`src/rtl/cpu_axil_master_if.sv`:
```
// cpu_axil_master_if: AXI-Lite bus between the CPU-side master bridge and a memory slave
interface cpu_axil_master_if #(
  parameter int ADDR_WIDTH = 32,
  parameter int DATA_WIDTH = 32
);
  localparam int STRB_WIDTH = DATA_WIDTH / 8;
  logic [ADDR_WIDTH-1:0] awaddr;
  logic [2:0]            awprot;
  logic                  awvalid;
  logic                  awready;
  logic [DATA_WIDTH-1:0] wdata;
  logic [STRB_WIDTH-1:0] wstrb;
  logic                  wvalid;
  logic                  wready;
  logic [1:0]            bresp;
  logic                  bvalid;
  logic                  bready;
  logic [ADDR_WIDTH-1:0] araddr;
  logic [2:0]            arprot;
  logic                  arvalid;
  logic                  arready;
  logic [DATA_WIDTH-1:0] rdata;
  logic [1:0]            rresp;
  logic                  rvalid;
  logic                  rready;
  modport master (
    output awaddr, awprot, awvalid, input awready,
    output wdata, wstrb, wvalid, input wready,
    input bresp, bvalid, output bready,
    output araddr, arprot, arvalid, input arready,
    input rdata, rresp, rvalid, output rready
  );
  modport slave (
    input awaddr, awprot, awvalid, output awready,
    input wdata, wstrb, wvalid, output wready,
    output bresp, bvalid, input bready,
    input araddr, arprot, arvalid, output arready,
    output rdata, rresp, rvalid, input rready
  );
endinterface

```
`src/rtl/cpu_axil_master.sv`:
```
// cpu_axil_master: single-outstanding CPU request/response port to AXI-Lite master bridge
module cpu_axil_master #(
  parameter int ADDR_WIDTH = 32,
  parameter int DATA_WIDTH = 32,
  parameter int STRB_WIDTH = DATA_WIDTH / 8
) (
  input  logic                  clk_i,
  input  logic                  rst_i,
  input  logic                  req_valid_i,
  output logic                  req_ready_o,
  input  logic                  req_we_i,
  input  logic [ADDR_WIDTH-1:0] req_addr_i,
  input  logic [DATA_WIDTH-1:0] req_wdata_i,
  input  logic [STRB_WIDTH-1:0] req_wstrb_i,
  output logic                  rsp_valid_o,
  input  logic                  rsp_ready_i,
  output logic [DATA_WIDTH-1:0] rsp_rdata_o,
  output logic                  rsp_err_o,
  cpu_axil_master_if.master     m_axil
);
  localparam int OFF = $clog2(STRB_WIDTH);
  typedef enum logic [2:0] {IDLE, WR, WR_RESP, RD_ADDR, RD_DATA, RESP} state_t;
  state_t state_q, state_d;
  logic awvalid_q, awvalid_d, wvalid_q, wvalid_d, bready_q, bready_d;
  logic arvalid_q, arvalid_d, rready_q, rready_d;
  logic rsp_valid_q, rsp_valid_d, rsp_err_q, rsp_err_d;
  logic [DATA_WIDTH-1:0] rsp_rdata_q, rsp_rdata_d, wdata_q, wdata_d;
  logic [ADDR_WIDTH-1:0] addr_q, addr_d;
  logic [STRB_WIDTH-1:0] wstrb_q, wstrb_d;
  logic misaligned;
  assign misaligned = |req_addr_i[OFF-1:0];
  assign req_ready_o = state_q == IDLE && !rst_i;
  assign rsp_valid_o = rsp_valid_q;
  assign rsp_err_o = rsp_err_q;
  assign rsp_rdata_o = rsp_rdata_q;
  assign m_axil.awaddr = addr_q;
  assign m_axil.araddr = addr_q;
  assign m_axil.awprot = 3'b000;
  assign m_axil.arprot = 3'b000;
  assign m_axil.wdata = wdata_q;
  assign m_axil.wstrb = wstrb_q;
  assign m_axil.awvalid = awvalid_q;
  assign m_axil.wvalid = wvalid_q;
  assign m_axil.bready = bready_q;
  assign m_axil.arvalid = arvalid_q;
  assign m_axil.rready = rready_q;
  // next-state and registered-output computation; each valid clears only on its own handshake
  always_comb begin
    state_d = state_q;
    awvalid_d = awvalid_q;
    wvalid_d = wvalid_q;
    bready_d = bready_q;
    arvalid_d = arvalid_q;
    rready_d = rready_q;
    rsp_valid_d = rsp_valid_q;
    rsp_err_d = rsp_err_q;
    rsp_rdata_d = rsp_rdata_q;
    addr_d = addr_q;
    wdata_d = wdata_q;
    wstrb_d = wstrb_q;
    case (state_q)
      IDLE: if (req_valid_i) begin
        addr_d = req_addr_i;
        wdata_d = req_wdata_i;
        wstrb_d = req_wstrb_i;
        state_d = misaligned ? RESP : req_we_i ? WR : RD_ADDR;
        rsp_valid_d = misaligned;
        rsp_err_d = misaligned;
        rsp_rdata_d = '0;
        awvalid_d = !misaligned && req_we_i;
        wvalid_d = !misaligned && req_we_i;
        arvalid_d = !misaligned && !req_we_i;
      end
      WR: begin
        awvalid_d = awvalid_q && !m_axil.awready;
        wvalid_d = wvalid_q && !m_axil.wready;
        bready_d = !awvalid_d && !wvalid_d;
        state_d = bready_d ? WR_RESP : WR;
      end
      WR_RESP: if (m_axil.bvalid) begin
        bready_d = 1'b0;
        rsp_valid_d = 1'b1;
        rsp_err_d = m_axil.bresp != 2'b00;
        rsp_rdata_d = '0;
        state_d = RESP;
      end
      RD_ADDR: if (m_axil.arready) begin
        arvalid_d = 1'b0;
        rready_d = 1'b1;
        state_d = RD_DATA;
      end
      RD_DATA: if (m_axil.rvalid) begin
        rready_d = 1'b0;
        rsp_valid_d = 1'b1;
        rsp_err_d = m_axil.rresp != 2'b00;
        rsp_rdata_d = m_axil.rdata;
        state_d = RESP;
      end
      RESP: if (rsp_ready_i) begin
        rsp_valid_d = 1'b0;
        state_d = IDLE;
      end
      default: state_d = IDLE;
    endcase
  end
  // state and output registers; reset abandons any transaction in flight
  always_ff @(posedge clk_i) begin
    if (rst_i) begin
      state_q <= IDLE;
      awvalid_q <= 1'b0;
      wvalid_q <= 1'b0;
      bready_q <= 1'b0;
      arvalid_q <= 1'b0;
      rready_q <= 1'b0;
      rsp_valid_q <= 1'b0;
      rsp_err_q <= 1'b0;
      rsp_rdata_q <= '0;
      addr_q <= '0;
      wdata_q <= '0;
      wstrb_q <= '0;
    end else begin
      state_q <= state_d;
      awvalid_q <= awvalid_d;
      wvalid_q <= wvalid_d;
      bready_q <= bready_d;
      arvalid_q <= arvalid_d;
      rready_q <= rready_d;
      rsp_valid_q <= rsp_valid_d;
      rsp_err_q <= rsp_err_d;
      rsp_rdata_q <= rsp_rdata_d;
      addr_q <= addr_d;
      wdata_q <= wdata_d;
      wstrb_q <= wstrb_d;
    end
  end
endmodule

```
`src/flat_wrapper.sv`:
```
// flat-port wrapper written by rule: the top's interface ports become plain ports
module cpu_axil_master_flat 
#(
  parameter int ADDR_WIDTH = 32,
  parameter int DATA_WIDTH = 32,
  parameter int STRB_WIDTH = DATA_WIDTH / 8
)
  (clk_i, rst_i, req_valid_i, req_ready_o, req_we_i, req_addr_i, req_wdata_i, req_wstrb_i, rsp_valid_o, rsp_ready_i, rsp_rdata_o, rsp_err_o, m_axil_awaddr, m_axil_awprot, m_axil_awvalid, m_axil_awready, m_axil_wdata, m_axil_wstrb, m_axil_wvalid, m_axil_wready, m_axil_bresp, m_axil_bvalid, m_axil_bready, m_axil_araddr, m_axil_arprot, m_axil_arvalid, m_axil_arready, m_axil_rdata, m_axil_rresp, m_axil_rvalid, m_axil_rready);
  cpu_axil_master_if #(.ADDR_WIDTH(ADDR_WIDTH), .DATA_WIDTH(DATA_WIDTH)) m_axil_i ();
  input  logic clk_i;
  input  logic rst_i;
  input  logic req_valid_i;
  output logic req_ready_o;
  input  logic req_we_i;
  input  logic [ADDR_WIDTH-1:0] req_addr_i;
  input  logic [DATA_WIDTH-1:0] req_wdata_i;
  input  logic [STRB_WIDTH-1:0] req_wstrb_i;
  output logic rsp_valid_o;
  input  logic rsp_ready_i;
  output logic [DATA_WIDTH-1:0] rsp_rdata_o;
  output logic rsp_err_o;
  output wire logic [$bits(m_axil_i.awaddr)-1:0] m_axil_awaddr;
  output wire logic [$bits(m_axil_i.awprot)-1:0] m_axil_awprot;
  output wire logic [$bits(m_axil_i.awvalid)-1:0] m_axil_awvalid;
  input wire logic [$bits(m_axil_i.awready)-1:0] m_axil_awready;
  output wire logic [$bits(m_axil_i.wdata)-1:0] m_axil_wdata;
  output wire logic [$bits(m_axil_i.wstrb)-1:0] m_axil_wstrb;
  output wire logic [$bits(m_axil_i.wvalid)-1:0] m_axil_wvalid;
  input wire logic [$bits(m_axil_i.wready)-1:0] m_axil_wready;
  input wire logic [$bits(m_axil_i.bresp)-1:0] m_axil_bresp;
  input wire logic [$bits(m_axil_i.bvalid)-1:0] m_axil_bvalid;
  output wire logic [$bits(m_axil_i.bready)-1:0] m_axil_bready;
  output wire logic [$bits(m_axil_i.araddr)-1:0] m_axil_araddr;
  output wire logic [$bits(m_axil_i.arprot)-1:0] m_axil_arprot;
  output wire logic [$bits(m_axil_i.arvalid)-1:0] m_axil_arvalid;
  input wire logic [$bits(m_axil_i.arready)-1:0] m_axil_arready;
  input wire logic [$bits(m_axil_i.rdata)-1:0] m_axil_rdata;
  input wire logic [$bits(m_axil_i.rresp)-1:0] m_axil_rresp;
  input wire logic [$bits(m_axil_i.rvalid)-1:0] m_axil_rvalid;
  output wire logic [$bits(m_axil_i.rready)-1:0] m_axil_rready;
  assign m_axil_awaddr = m_axil_i.awaddr;
  assign m_axil_awprot = m_axil_i.awprot;
  assign m_axil_awvalid = m_axil_i.awvalid;
  assign m_axil_i.awready = m_axil_awready;
  assign m_axil_wdata = m_axil_i.wdata;
  assign m_axil_wstrb = m_axil_i.wstrb;
  assign m_axil_wvalid = m_axil_i.wvalid;
  assign m_axil_i.wready = m_axil_wready;
  assign m_axil_i.bresp = m_axil_bresp;
  assign m_axil_i.bvalid = m_axil_bvalid;
  assign m_axil_bready = m_axil_i.bready;
  assign m_axil_araddr = m_axil_i.araddr;
  assign m_axil_arprot = m_axil_i.arprot;
  assign m_axil_arvalid = m_axil_i.arvalid;
  assign m_axil_i.arready = m_axil_arready;
  assign m_axil_i.rdata = m_axil_rdata;
  assign m_axil_i.rresp = m_axil_rresp;
  assign m_axil_i.rvalid = m_axil_rvalid;
  assign m_axil_rready = m_axil_i.rready;
  cpu_axil_master #(.ADDR_WIDTH(ADDR_WIDTH), .DATA_WIDTH(DATA_WIDTH), .STRB_WIDTH(STRB_WIDTH)) u_core (.clk_i(clk_i), .rst_i(rst_i), .req_valid_i(req_valid_i), .req_ready_o(req_ready_o), .req_we_i(req_we_i), .req_addr_i(req_addr_i), .req_wdata_i(req_wdata_i), .req_wstrb_i(req_wstrb_i), .rsp_valid_o(rsp_valid_o), .rsp_ready_i(rsp_ready_i), .rsp_rdata_o(rsp_rdata_o), .rsp_err_o(rsp_err_o), .m_axil(m_axil_i));
endmodule
```
`config.mk`:
```
export PLATFORM = sky130hd
export DESIGN_NAME = cpu_axil_master_flat
export DESIGN_NICKNAME = d
export VERILOG_FILES = /design/src/rtl/cpu_axil_master_if.sv /design/src/rtl/cpu_axil_master.sv /design/src/flat_wrapper.sv
export SDC_FILE = /design/constraint.sdc
export NUM_CORES = 1
export LEC_CHECK = 0
export ABC_CLOCK_PERIOD_IN_PS = 2050
export CAP_MARGIN = 20
export CORE_MARGIN = 2
export CORE_UTILIZATION = 39
export DETAILED_ROUTE_END_ITERATION = 6
export MAX_ROUTING_LAYER = met4
export PLACE_DENSITY = 0.82
export SYNTH_ARGS = -nofsm -noshare
export SYNTH_HDL_FRONTEND = slang
export SYNTH_SLANG_ARGS = --single-unit
```
`constraint.sdc`:
```
create_clock -name clk_i -period 2.05 [get_ports clk_i]
set_input_delay 0.5125 -clock clk_i [delete_from_list [all_inputs] [get_ports clk_i]]
set_output_delay 0.5125 -clock clk_i [all_outputs]
set_load 0.1 [all_outputs]
```
=== Word-level counts from Yosys, hierarchy flattened ===
Index checks and enable logic that the tools add are counted.
Widths: inputs -> output; s select.

* Flip-flop bits (word level): 110
* Bits of input ports: 114
* Output and inout port bits: 146
* Logic and storage cells: 85

* Equal/unequal tests: 10
* Mux-type cells: 32
* Reduce and logical (&&, ||, !) cells: 31

{| class="wikitable"
|+ Operators by type and width
! kind !! count
|-
| $mux 32 || 3
|-
| $pmux 32 s3 || 1
|-
| $mux 3 || 6
|-
| $pmux 3 s6 || 1
|-
| $mux 1 || 12
|-
| $reduce_bool 2->1 || 6
|-
| $ne 2x2->1 const B || 5
|-
| $pmux 1 s2 || 5
|-
| $reduce_and 5->1 || 2
|-
| $logic_not 1->1 || 7
|-
| $eq 3x2->1 const B || 2
|-
| $eq 3x3->1 const B || 2
|-
| $logic_and 1x1->1 || 6
|-
| $reduce_and 2->1 || 3
|-
| $reduce_and 3->1 || 2
|-
| $mux 2 || 2
|-
| $pmux 1 s4 || 1
|-
| $reduce_and 4->1 || 1
|-
| $reduce_bool 4->1 || 1
|-
| $eq 3x1->1 const B || 1
|-
| $logic_not 3->1 || 1
|-
| $pmux 1 s3 || 1
|-
| $reduce_bool 3->1 || 1
|-
| $reduce_or 2->1 || 1
|}

=== Longest topological paths before layout ===
Gate-level depths: netlist of run 1.

* Depth after elaboration: 6
* Depth in mapped cells: 8
* Mapped depth without buffers: 4

=== Worst setup path after synthesis of run 1 ===
Ideal clock, no wire load.

* Path kind: reg-to-output
* Start point: register u_core.state_q[0]
* End point: output req_ready_o
* Arrival time: 3586 ps
* Required time: 1537 ps
* Path slack: -2049 ps
* Stages on the path, launching flop included: 4
* Path buffers: 2
* Cell sequence: dfxtp_1 buf_2 clkbuf_1 nor4_1

* Longest elaborated chain between the ends: 2

{| class="wikitable"
|+ Ends and longest elaborated chain
! item !! RTL line !! text
|-
| from (decl) || cpu_axil_master.sv:23 || <nowiki>state_t state_q, state_d;</nowiki>
|-
| from (signal assigned) || cpu_axil_master.sv:122 || <nowiki>state_q <= state_d;</nowiki>
|-
| $logic_not 3->1 || cpu_axil_master.sv:32 || <nowiki>assign req_ready_o = state_q == IDLE && !rst_i;</nowiki>
|-
| $logic_and 1x1->1 || cpu_axil_master.sv:32 ||
|-
| to (decl) || flat_wrapper.sv:13 || <nowiki>output logic req_ready_o;</nowiki>
|}

No other way between the ends.

=== Worst setup path in the final report of run 1 ===
* Start point: input req_valid_i
* End point: register u_core.wdata_q[19] (netlist: u_core.m_axil.wdata[19])

* Longest elaborated chain between the ends: 1

{| class="wikitable"
|+ Ends and longest elaborated chain
! item !! RTL line !! text
|-
| from (decl) || flat_wrapper.sv:12 || <nowiki>input logic req_valid_i;</nowiki>
|-
| $reduce_and 2->1 (no line) || n/a ||
|-
| to (signal assigned) || cpu_axil_master.sv:132 || <nowiki>wdata_q <= wdata_d;</nowiki>
|-
| to (decl) || cpu_axil_master.sv:27 || <nowiki>logic [DATA_WIDTH-1:0] rsp_rdata_q, rsp_rdata_d, wdata_q, wdata_d;</nowiki>
|}

No other way between the ends.
A chain may end at the register's enable or synchronous reset.

==> results.rst, run 1 <==
.. list-table::
   :header-rows: 1

   * - Metric
     - Value
   * - Total half-perimeter wirelength after legalization and detailed placement
     - between 9 and 10 mm
   * - Sequential Area
     - between 2000 and 2500 sq um
   * - Worst Path Arrival
     - about 2200 ps
   * - Post-detailed-route via-to-cell ratio
     - 4.93
   * - Starting DRC count in detailed routing
     - 202
   * - Clock transition at path regs
     - 70 ps
   * - Number of register bits inferred by synthesis
     - 110
   * - Post-synthesis instance area
     - 4600 sq um
   * - Slowest CP cell
     - sky130_fd_sc_hd__or4b_2
   * - Vias post-DR
     - between 4000 and 5000
   * - Mapped Avg Cell Area
     - ~8.2 sq um
   * - Min Tclk post-route
     - 1990 ps
   * - VDD IR-drop max
     - ~0.94 mV
   * - Final Instance Count excl. Fillers
     - a little over 900
   * - Type of the worst min-delay path
     - reg2reg
   * - Number of hold-slack violations in the final timing report
     - 0
   * - Compound-cell area share of the yosys netlist
     - 12.1%
   * - Starting utilization of the core area
     - about two fifths
   * - Routed Wire Length
     - about 13 mm
   * - Core ar.
     - 11500 sq um
   * - CTS tree
     - built
   * - Final #Nets
     - 880
   * - CTS hold repair buffers
     - 0
   * - Filler cells
     - 969
   * - H-tree levels
     - 3
   * - Total global routing overflow
     - 0
   * - Number of optimization iterations in the first detailed-route pass
     - 5
   * - CP peak stage delay
     - 710 ps
   * - Mux share of post-synthesis cell area
     - 7.64%
   * - # resized after CTS
     - 0
   * - Inserted Clock Buffers
     - 9
   * - Synth top cells by count
     - sky130_fd_sc_hd__nand2_1 (138), sky130_fd_sc_hd__dfxtp_1 (110), sky130_fd_sc_hd__a21oi_1 (80)
   * - Critical path endpoint category
     - register
   * - Worst R2R Setup Slack
     - ~300 ps
   * - Sort of element at the start of the critical path
     - primary input
   * - Number of primary I/O pins
     - 260
   * - Count of mapped cells out of synthesis
     - 559
   * - Worst Skew
     - 9.47 ps
   * - Library cell occupying the most area in the post-synthesis netlist
     - sky130_fd_sc_hd__dfxtp_1
   * - Number of synthesized flops with an enable pin
     - 0
   * - Antenna violation net count after detailed routing
     - 0
   * - Total number of yosys warnings
     - 0
   * - Top cells by area in the synthesized netlist
     - sky130_fd_sc_hd__dfxtp_1 (48%), sky130_fd_sc_hd__nand2_1 (11%), sky130_fd_sc_hd__a21oi_1 (8.7%)
   * - Placed cell count
     - 898
   * - Proportion of synthesized chip area in sequential cells
     - between 40 and 50%
   * - Cell-by-cell listing of the critical path
     - clkdlybuf4s50_1, or4b_2, buf_12, nand2_1, a21oi_1
   * - Die area
     - 12700 sq um
   * - Clock tree buffer depth
     - 2
   * - DRC
     - 0
   * - Placed inst area
     - 6850 sq um
   * - Count of inserted antenna diode cells
     - 0
   * - Pin count of the biggest net entering global routing
     - 111
   * - CP bufs+invs
     - 2
   * - Avg WL per Cell
     - about 14 um
   * - Adder and majority gate portion of the synthesized area
     - 0%
   * - Crit-path max FO
     - 67
   * - Synthesis-to-finish area growth
     - 56.0%
   * - Setup repair after global routing missed its margin
     - no
   * - Most used flip-flop cell after synthesis
     - sky130_fd_sc_hd__dfxtp_1
   * - Placer congestion estimate
     - 0.850
   * - Power density over the cells
     - 1650 nW/um^2
   * - Achievable frequency
     - between 0.5 and 0.6 GHz
   * - Top cell type's share of synthesized area
     - 47.9%
   * - Required time worst endpoint
     - 2260 ps
   * - Critical path's top delay family
     - simple AND/OR/NAND/NOR gates
   * - Async set-reset flop share out of synthesis
     - 0%
   * - Overall track demand over capacity in global routing
     - 20.8%
   * - Dominant cell by count in the synthesized netlist
     - sky130_fd_sc_hd__nand2_1
   * - Die Y
     - 113 um
   * - Share of the cycle needed by the critical path after routing
     - 97.2%
   * - Static power due to leakage
     - approximately 3.2 nW
   * - Pre-CTS WS
     - -304 ps
   * - Run status
     - finished clean
   * - Crit Path Category
     - in2reg
   * - Number of buffers added on ports
     - 253
   * - Finished layout cell area
     - 7170 sq um
   * - Total area of multi-input combinational cells
     - 1950 sq um
   * - # rows
     - 39
   * - # Post-CTS Setup Buffers
     - 0
   * - Largest family of logic cells by synthesized area
     - simple AND/OR/NAND/NOR gates
   * - Post-Synth XOR/XNOR Area
     - less than 1%
   * - Post-synthesis simple-gate area fraction
     - 21.7%
   * - Final setup slack of the worst path
     - between 50 and 60 ps
   * - Via count of the first global-routing pass
     - 4300
   * - Fraction of final layout cells sized beyond drive strength 1
     - 23.1%
   * - Final Max Slew Viols
     - 0
   * - First-pass GRT wire length
     - 20.7 mm
   * - Root buf cell
     - sky130_fd_sc_hd__clkbuf_16
   * - Synth cell types
     - 39
   * - Count of maximum capacitance violations
     - 0
   * - Insertion delay of the later-clocked pin in the worst-skew pair
     - between 300 and 400 ps
   * - Final setup violation count
     - 0
   * - Clock sink total
     - 110
   * - Floorplan die width
     - 113 um
   * - Number of antenna violations at the first check in global routing
     - 0
final timing paths:
| kind | start | endpoint | depth (start not counted) |
|---|---|---|---|
| setup / recovery | req_valid_i | u_core.m_axil.wdata[19] | 5 |
| hold / removal | u_core.m_axil.wdata[23] | u_core.m_axil.wdata[23] | 2 |
| setup reg to reg | u_core.state_q[2] | u_core.m_axil.wdata[19] | 4 |
| hold reg to reg | u_core.m_axil.wdata[23] | u_core.m_axil.wdata[23] | 2 |
report_power, final:
group | leakage, nW | switching [W] | internal [W]
logic | 2.10 | 0.00523 | 0.00185
registers | 0.897 | 0.000325 | 0.00255
clock network | 0.158 | 0.000782 | 0.00108
total | 3.16 | 0.00634 | 0.00548
per-stage QoR:
step	total power, W	TNS [ps]	utilization [%]	hold WS, ps
CTS	0.0119	0	62.5	459
global route	0.0123	0	62.6	476
floorplan	0.00846	-199	-	605
detailed placement	0.0100	-23460	59.7	449
finish	0.0118	0	62.6	455
global placement	0.00992	-17660	59.7	443
layer usage:
metal / share of wire, % / global-route usage [%] / vias to the layer above
li1: - / - / 2201
met1: 38 / 23.0 / 2067
met2: 51 / 35.6 / 217
met3: 8.8 / 5.89 / 22
met4: 2.0 / 7.48 / 0
met5: 0 / - / -
cell type report:
| type | count | share of cell area, % |
|---|---|---|
| repair buffers | 268 | 34.7 |
| flip-flops and latches | 110 | 30.8 |
| multi-input cells | 371 | 27.2 |
| clock buffers | 10 | 3.19 |
| well taps | 143 | 2.49 |
| clock inverters | 6 | 1.27 |
| inverters | 6 | 0.314 |
registers in the layout, indices dropped and copies added (netlist names):
register / count
u_core.m_axil.araddr: 32
u_core.m_axil.wdata: 32
u_core.rsp_rdata_o: 32
u_core.m_axil.wstrb: 4
u_core.state_q: 3
u_core.m_axil.arvalid: 1
u_core.m_axil.awvalid: 1
u_core.m_axil.bready: 1
u_core.m_axil.rready: 1
u_core.m_axil.wvalid: 1
u_core.rsp_err_o: 1
u_core.rsp_valid_o: 1
placed cells by master (no fill, tap or decap), types with 2 or more instances in the layout:
cell type,count
sky130_fd_sc_hd__buf_4,140
sky130_fd_sc_hd__nand2_1,138
sky130_fd_sc_hd__nand2b_1,4
sky130_fd_sc_hd__inv_6,3
sky130_fd_sc_hd__a21oi_1,80
sky130_fd_sc_hd__clkbuf_16,9
sky130_fd_sc_hd__clkdlybuf4s50_1,112
sky130_fd_sc_hd__inv_1,6
sky130_fd_sc_hd__buf_12,16
sky130_fd_sc_hd__a31oi_1,2
sky130_fd_sc_hd__o31ai_1,2
sky130_fd_sc_hd__a221oi_1,3
sky130_fd_sc_hd__nor2_1,40
sky130_fd_sc_hd__mux2i_1,34
sky130_fd_sc_hd__and2_1,32
sky130_fd_sc_hd__conb_1,6
sky130_fd_sc_hd__nor4_1,2
sky130_fd_sc_hd__dfxtp_1,109
sky130_fd_sc_hd__o21ai_0,5
sky130_fd_sc_hd__bufinv_16,2
cells by family after synthesis:
kind of cell,after synthesis
buffers and inverters,83
XOR/XNOR,1
AO/OA/AOI/OAI,101
multiplexers,35
AND/OR/NAND/NOR,228
other,1
flip-flops,110
worst register-to-register path: stages (launching register included):
cell and delay [ps]:
sky130_fd_sc_hd__dfxtp_1 380, sky130_fd_sc_hd__or4b_2 790, sky130_fd_sc_hd__buf_12 260, sky130_fd_sc_hd__nand2_1 130, sky130_fd_sc_hd__a21oi_1 70
No activity file was read; power rests on OpenSTA's default activity.
==> run 2: changes to the inputs <==
--- a/config.mk
+++ b/config.mk
@@ -13,3 +13,3 @@
 export MAX_ROUTING_LAYER = met4
-export PLACE_DENSITY = 0.82
+export PLACE_DENSITY_LB_ADDON = 0.15
 export SYNTH_ARGS = -nofsm -noshare
==> constraint.sdc (replaced) <==
create_clock -name clk_i -period 2.05 [get_ports clk_i]
set_input_delay 0.41 -clock clk_i [delete_from_list [all_inputs] [get_ports clk_i]]
set_output_delay 0.41 -clock clk_i [all_outputs]
set_load 0.1 [all_outputs]
==> run 2 against run 1 <==
Effect of this change: sequential share of layout area is 0.39 points higher; non-clock buffer count up 4; fmax up 7.5%; sequential power about the same; via count shrank 2.6%; hold slack better by 4.4 ps; critical path depth down 2; global-route usage shrank 1.0 points; count of clock-buffer cells in the layout did not move; largest cell class unchanged.
==> results.rst, run 2 (same netlist as run 1, synthesis figures left out) <==
.. list-table::
   :header-rows: 1

   * - Metric
     - Value
   * - Relative slew margins
     - 64.7%
   * - Clock transition at path regs
     - 70 ps
   * - Static power due to leakage
     - roughly 3.1 nW
   * - Net Sw Power
     - 0.00631 W
   * - Setup repair after global routing missed its margin
     - no
   * - # resized after CTS
     - 0
   * - Placed cell count
     - 902
   * - Achievable frequency
     - 0.540 GHz
   * - Sw Share
     - 54.3%
   * - # rows
     - 39
   * - Inserted Clock Buffers
     - 9
   * - Count of inserted antenna diode cells
     - 0
   * - Share of the cycle needed by the critical path after routing
     - 90.4%
   * - Post-detailed-route via-to-cell ratio
     - approximately 4.8
   * - Highest-count cells in the layout ignoring fill and taps
     - sky130_fd_sc_hd__buf_4 (154), sky130_fd_sc_hd__nand2_1 (138), sky130_fd_sc_hd__clkdlybuf4s50_1 (112)
   * - Die Y
     - roughly 110 um
   * - Number of primary I/O pins
     - 260
   * - Routed Wire Length
     - ~13 mm
   * - Cell internal pwr
     - 0.00532 W
   * - VDD IR-drop max
     - 1.10 mV
   * - Overall track demand over capacity in global routing
     - a little under 20%
   * - H-tree levels
     - 3
   * - Number of optimization iterations in the first detailed-route pass
     - 4
   * - # Post-CTS Setup Buffers
     - 0
   * - Critical path endpoint category
     - output pin
   * - Worst Path Arrival
     - 1440 ps
   * - First-pass GRT wire length
     - 19.9 mm
   * - Clock sink total
     - 110
   * - Total global routing overflow
     - 0
   * - Core ar.
     - 11500 sq um
   * - Final #Nets
     - ~900
   * - Die area
     - 12700 sq um
   * - Insertion delay of the later-clocked pin in the worst-skew pair
     - 340 ps
   * - Number of antenna violations at the first check in global routing
     - 0
   * - Final Instance Count excl. Fillers
     - approximately 920
   * - Setup TNS Final
     - 0 ps
   * - Count of maximum capacitance violations
     - 0
   * - CTS hold repair buffers
     - 0
   * - Type of the worst min-delay path
     - reg2reg
   * - Vias post-DR
     - 4390
   * - Number of buffers added on ports
     - 253
   * - Required time worst endpoint
     - 1640 ps
   * - Root buf cell
     - sky130_fd_sc_hd__clkbuf_16
   * - CTS tree
     - built
   * - Min Tclk post-route
     - around 1900 ps
   * - Power density over the cells
     - between 1500 and 2000 nW/um^2
   * - Tightest Pin Transition
     - 530 ps
   * - Share of power burned in the clock network
     - 15.5%
   * - Sort of element at the start of the critical path
     - register
   * - Fraction of final layout cells sized beyond drive strength 1
     - 23.5%
   * - DRC
     - 0
   * - Number of hold-slack violations in the final timing report
     - 0
   * - Placer congestion estimate
     - 0.872
   * - Crit Path Category
     - reg2out
   * - Via count of the first global-routing pass
     - between 4000 and 5000
   * - Starting utilization of the core area
     - roughly 40%
   * - Final setup violation count
     - 0
   * - Pin count of the biggest net entering global routing
     - 111
   * - Commonest non-fill, non-tap cell in the layout
     - sky130_fd_sc_hd__buf_4
   * - Share of total power in combinational logic
     - 59.8%
   * - Avg WL per Cell
     - 13.8 um
   * - Run status
     - finished clean
   * - Portion of total power attributed to sequential cells
     - 24.7%
   * - Starting DRC count in detailed routing
     - 265
   * - Total half-perimeter wirelength after legalization and detailed placement
     - 9.47 mm
   * - Synthesis-to-finish area growth
     - 53.7%
   * - Crit-path max FO
     - 12
   * - Floorplan die width
     - 113 um
   * - Clock tree buffer depth
     - 2
   * - Worst Skew
     - 9.52 ps
   * - Antenna violation net count after detailed routing
     - 0
   * - Final Max Slew Viols
     - 0
[run 2: changes by cell type in the layout (fill, tap and decap cells not counted), sizes merged]
| cell | change |
|---|---|
| buf | +4 |
| bufinv | -1 |
| clkinvlp | +1 |
[run 2: worst max-delay path, cell delays in order, from the launching register on]
cell	delay, ps
sky130_fd_sc_hd__dfxtp_1	450
sky130_fd_sc_hd__buf_4	230
sky130_fd_sc_hd__nor4_4	200
sky130_fd_sc_hd__buf_12	220
[run 2: routing by layer]
metal  wire length, um  global-route usage [%]
met1              4990                    22.1
met2              6580                    35.1
met3               918                    4.70
met4               201                    5.45
met5                 0                       -
[run 2: power by group through the flow]
| stage | Clock (W) | Combinational (W) | Sequential (W) |
|---|---|---|---|
| finish | 0.00180 | 0.00696 | 0.00287 |
| global route | 0.00194 | 0.00728 | 0.00293 |
| CTS | 0.00185 | 0.00702 | 0.00288 |
| detailed placement | 0 | 0.00701 | 0.00292 |
| global placement | 0 | 0.00697 | 0.00290 |
| floorplan | 0 | 0.00300 | 0.00548 |
[run 2: worst paths after layout]
path	start	to	slack [ps]	cells past startpoint
hold reg to reg	u_core.m_axil.wstrb[0]	u_core.m_axil.wstrb[0]	460	2
hold / removal	u_core.m_axil.wstrb[0]	u_core.m_axil.wstrb[0]	460	2
setup reg to reg	u_core.state_q[2]	u_core.m_axil.araddr[29]	210	4
setup / recovery	u_core.state_q[0]	req_ready_o	200	3
[run 2: metrics by stage]
step                      utilization [%]  hold WS [ps]  total power [W]  setup WS [ps]  cell area, sq um
after global routing                 61.7           486           0.0122            102              7070
after global placement               58.9           445          0.00987          -73.5              6750
after detailed placement             58.9           451          0.00993           -113              6750
after floorplan                         -           516          0.00848           2.90              4660
final                                61.7           459           0.0116            197              7070
after CTS                            61.7           461           0.0118            175              7070
[run 2: cell type report]
cell class                 count  area (sq um)
multi-input combinational    371          1950
tap                          143           179
clock inverter                 6          77.6
clock buffer                  10           239
inverter                       6          22.5
sequential                   110          2200
fill                        1036          4400
timing repair buffer         272          2400
==> run 3: changes to the inputs <==
CORE_AREA = 2 2 102 104   (was not set)
CORE_MARGIN = not set   (was 2)
CORE_UTILIZATION = not set   (was 39)
CTS_CLUSTER_DIAMETER = 30   (was not set)
DIE_AREA = 0 0 104 106   (was not set)
DONT_BUFFER_PORTS = 1   (was not set)
SETUP_SLACK_MARGIN = 0.2   (was not set)
==> run 3 against run 2 <==
Effect of this change: fmax increased by 4.7%; power decreased by 8.3%; non-clock buffer count fell by 149; sequential power fell by 5%; register-to-register slack improved by 70 ps; setup slack better by 83 ps; count of clock-buffer cells in the layout is 1 higher; first-iteration DRC count decreased by 17%.
==> results.rst, run 3 (same netlist as run 1, synthesis figures left out) <==
.. list-table::
   :header-rows: 1

   * - Metric
     - Value
   * - Die area
     - 11000 sq um
   * - Tightest Pin Transition
     - between 500 and 600 ps
   * - Min Tclk post-route
     - 1770 ps
   * - Smallest hold slack
     - 101 ps
   * - Fraction of final layout cells sized beyond drive strength 1
     - 28.5%
   * - Crit Path Category
     - reg2out
   * - First-pass GRT wire length
     - approximately 18 mm
   * - Portion of total power attributed to sequential cells
     - 25.7%
   * - Setup TNS Final
     - 0 ps
   * - H-tree levels
     - 3
   * - Net Sw Power
     - 0.00608 W
   * - Share of power burned in the clock network
     - 12.0%
   * - Starting utilization of the core area
     - 46.0%
   * - Overall track demand over capacity in global routing
     - 20.6%
   * - Synthesis-to-finish area growth
     - 21.7%
   * - Final #Nets
     - 735
   * - Count of maximum capacitance violations
     - 0
   * - Final setup violation count
     - 0
   * - Routed Wire Length
     - 11.3 mm
   * - Cell internal pwr
     - 0.00458 W
   * - PnR Total Power
     - 0.0107 W
   * - Placed cell count
     - ~740
   * - Total global routing overflow
     - 0
   * - Avg WL per Cell
     - 14.8 um
   * - Clock transition at path regs
     - 100 ps
   * - Inserted Clock Buffers
     - 9
   * - Insertion delay of the later-clocked pin in the worst-skew pair
     - 370 ps
   * - Static power due to leakage
     - between 2 and 2.5 nW
   * - CTS hold repair buffers
     - 0
   * - Required time worst endpoint
     - roughly 1600 ps
   * - Via count of the first global-routing pass
     - 3648
   * - CTS tree
     - built
   * - Clock tree buffer depth
     - 2
   * - Run status
     - finished clean
   * - Post-detailed-route via-to-cell ratio
     - 5.01
   * - VDD IR-drop max
     - roughly 0.72 mV
   * - Final cell utilization of the core
     - a little under three fifths
   * - Share of the cycle needed by the critical path after routing
     - 86.4%
   * - Filler cells
     - 952
   * - Commonest non-fill, non-tap cell in the layout
     - sky130_fd_sc_hd__nand2_1
   * - Floorplan die width
     - 104 um
   * - Core ar.
     - 10000 sq um
   * - Worst Path Arrival
     - approximately 1400 ps
   * - Sort of element at the start of the critical path
     - register
   * - Number of antenna violations at the first check in global routing
     - 1
   * - Sw Share
     - a little under three fifths
   * - Highest-count cells in the layout ignoring fill and taps
     - sky130_fd_sc_hd__nand2_1 (138), sky130_fd_sc_hd__buf_4 (114), sky130_fd_sc_hd__a21oi_1 (80)
   * - Root buf cell
     - sky130_fd_sc_hd__clkbuf_8
   * - Antenna violation net count after detailed routing
     - 0
   * - Relative slew margins
     - a little over three fifths
   * - Number of primary I/O pins
     - 260
   * - Total half-perimeter wirelength after legalization and detailed placement
     - 8.02 mm
   * - Number of hold-slack violations in the final timing report
     - 0
   * - Critical path endpoint category
     - output pin
   * - Starting DRC count in detailed routing
     - 221
   * - Placer congestion estimate
     - 0.844
   * - Setup repair after global routing missed its margin
     - yes
   * - # rows
     - 37
   * - Worst Skew
     - just under 10 ps
   * - Achievable frequency
     - 0.565 GHz
   * - Crit-path max FO
     - 7
   * - DRC
     - 0
   * - Final Max Slew Viols
     - 0
   * - Power density over the cells
     - 1910 nW/um^2
   * - Share of total power in combinational logic
     - 62.3%
   * - Number of optimization iterations in the first detailed-route pass
     - 4
   * - Clock sink total
     - 110
   * - Die Y
     - 106 um
   * - Number of buffers added on ports
     - 0
   * - Vias post-DR
     - 3818
   * - Pin count of the biggest net entering global routing
     - between 100 and 150
   * - Type of the worst min-delay path
     - in2reg
   * - Final Instance Count excl. Fillers
     - 762
## run 3: per-layer routing
layer | vias to the layer above | share of wire (%) | track usage, %
met5 | - | 0 | -
met4 | 0 | 2.4 | 9.27
met3 | 23 | 8.1 | 7.11
met2 | 163 | 48 | 34.1
met1 | 1737 | 41 | 22.5
li1 | 1895 | - | -
## run 3: power by group through the flow
stage,logic [W],clock network (W),registers [W]
floorplan,0.00300,0,0.00548
global placement,0.00648,0,0.00281
detailed placement,0.00654,0,0.00283
CTS,0.00666,0.00133,0.00274
global route,0.00695,0.00142,0.00279
finish,0.00664,0.00128,0.00274
## run 3: stage by stage
step,setup slack (ps),instance area [sq um]
2_1_floorplan,5.99,4670
3_3_place_gp,306,5350
3_5_place_dp,261,5350
4_1_cts,208,5590
5_1_grt,190,5600
6_report,279,5600
## run 3: layout make-up
cell class	instances	area (sq um)	share of cell area, %
Clock inverter	4	47.5	0.849
Tap cell	136	170	3.04
Sequential cell	110	2250	40.2
Antenna cell	1	2.50	0.0447
Timing Repair Buffer	123	1010	18.0
Inverter	6	22.5	0.402
Multi-Input combinational cell	371	1950	34.9
Clock buffer	11	141	2.53
## run 3: critical path, cell delays in order (launching register included)
cell,delay [ps]
sky130_fd_sc_hd__dfxtp_4,350
sky130_fd_sc_hd__buf_6,130
sky130_fd_sc_hd__nor4_4,260
sky130_fd_sc_hd__buf_6,260
## run 3: final timing paths
| kind | startpoint | end | slack [ps] | depth (start not counted) |
|---|---|---|---|---|
| min | rst_i | u_core.m_axil.araddr[17] | 100 | 1 |
| max | u_core.state_q[2] | req_ready_o | 280 | 3 |
| max reg2reg | u_core.state_q[2] | u_core.m_axil.arvalid | 280 | 5 |
| min reg2reg | u_core.m_axil.araddr[27] | u_core.m_axil.araddr[27] | 450 | 2 |
## run 3: repair_timing
action,4_1_cts,5_1_grt
setup endpoints to repair,1,2
hold endpoints to repair,0,0
pin swaps,0,1
cloned,0,0
setup buffers,5,0
gates resized for setup,4,3
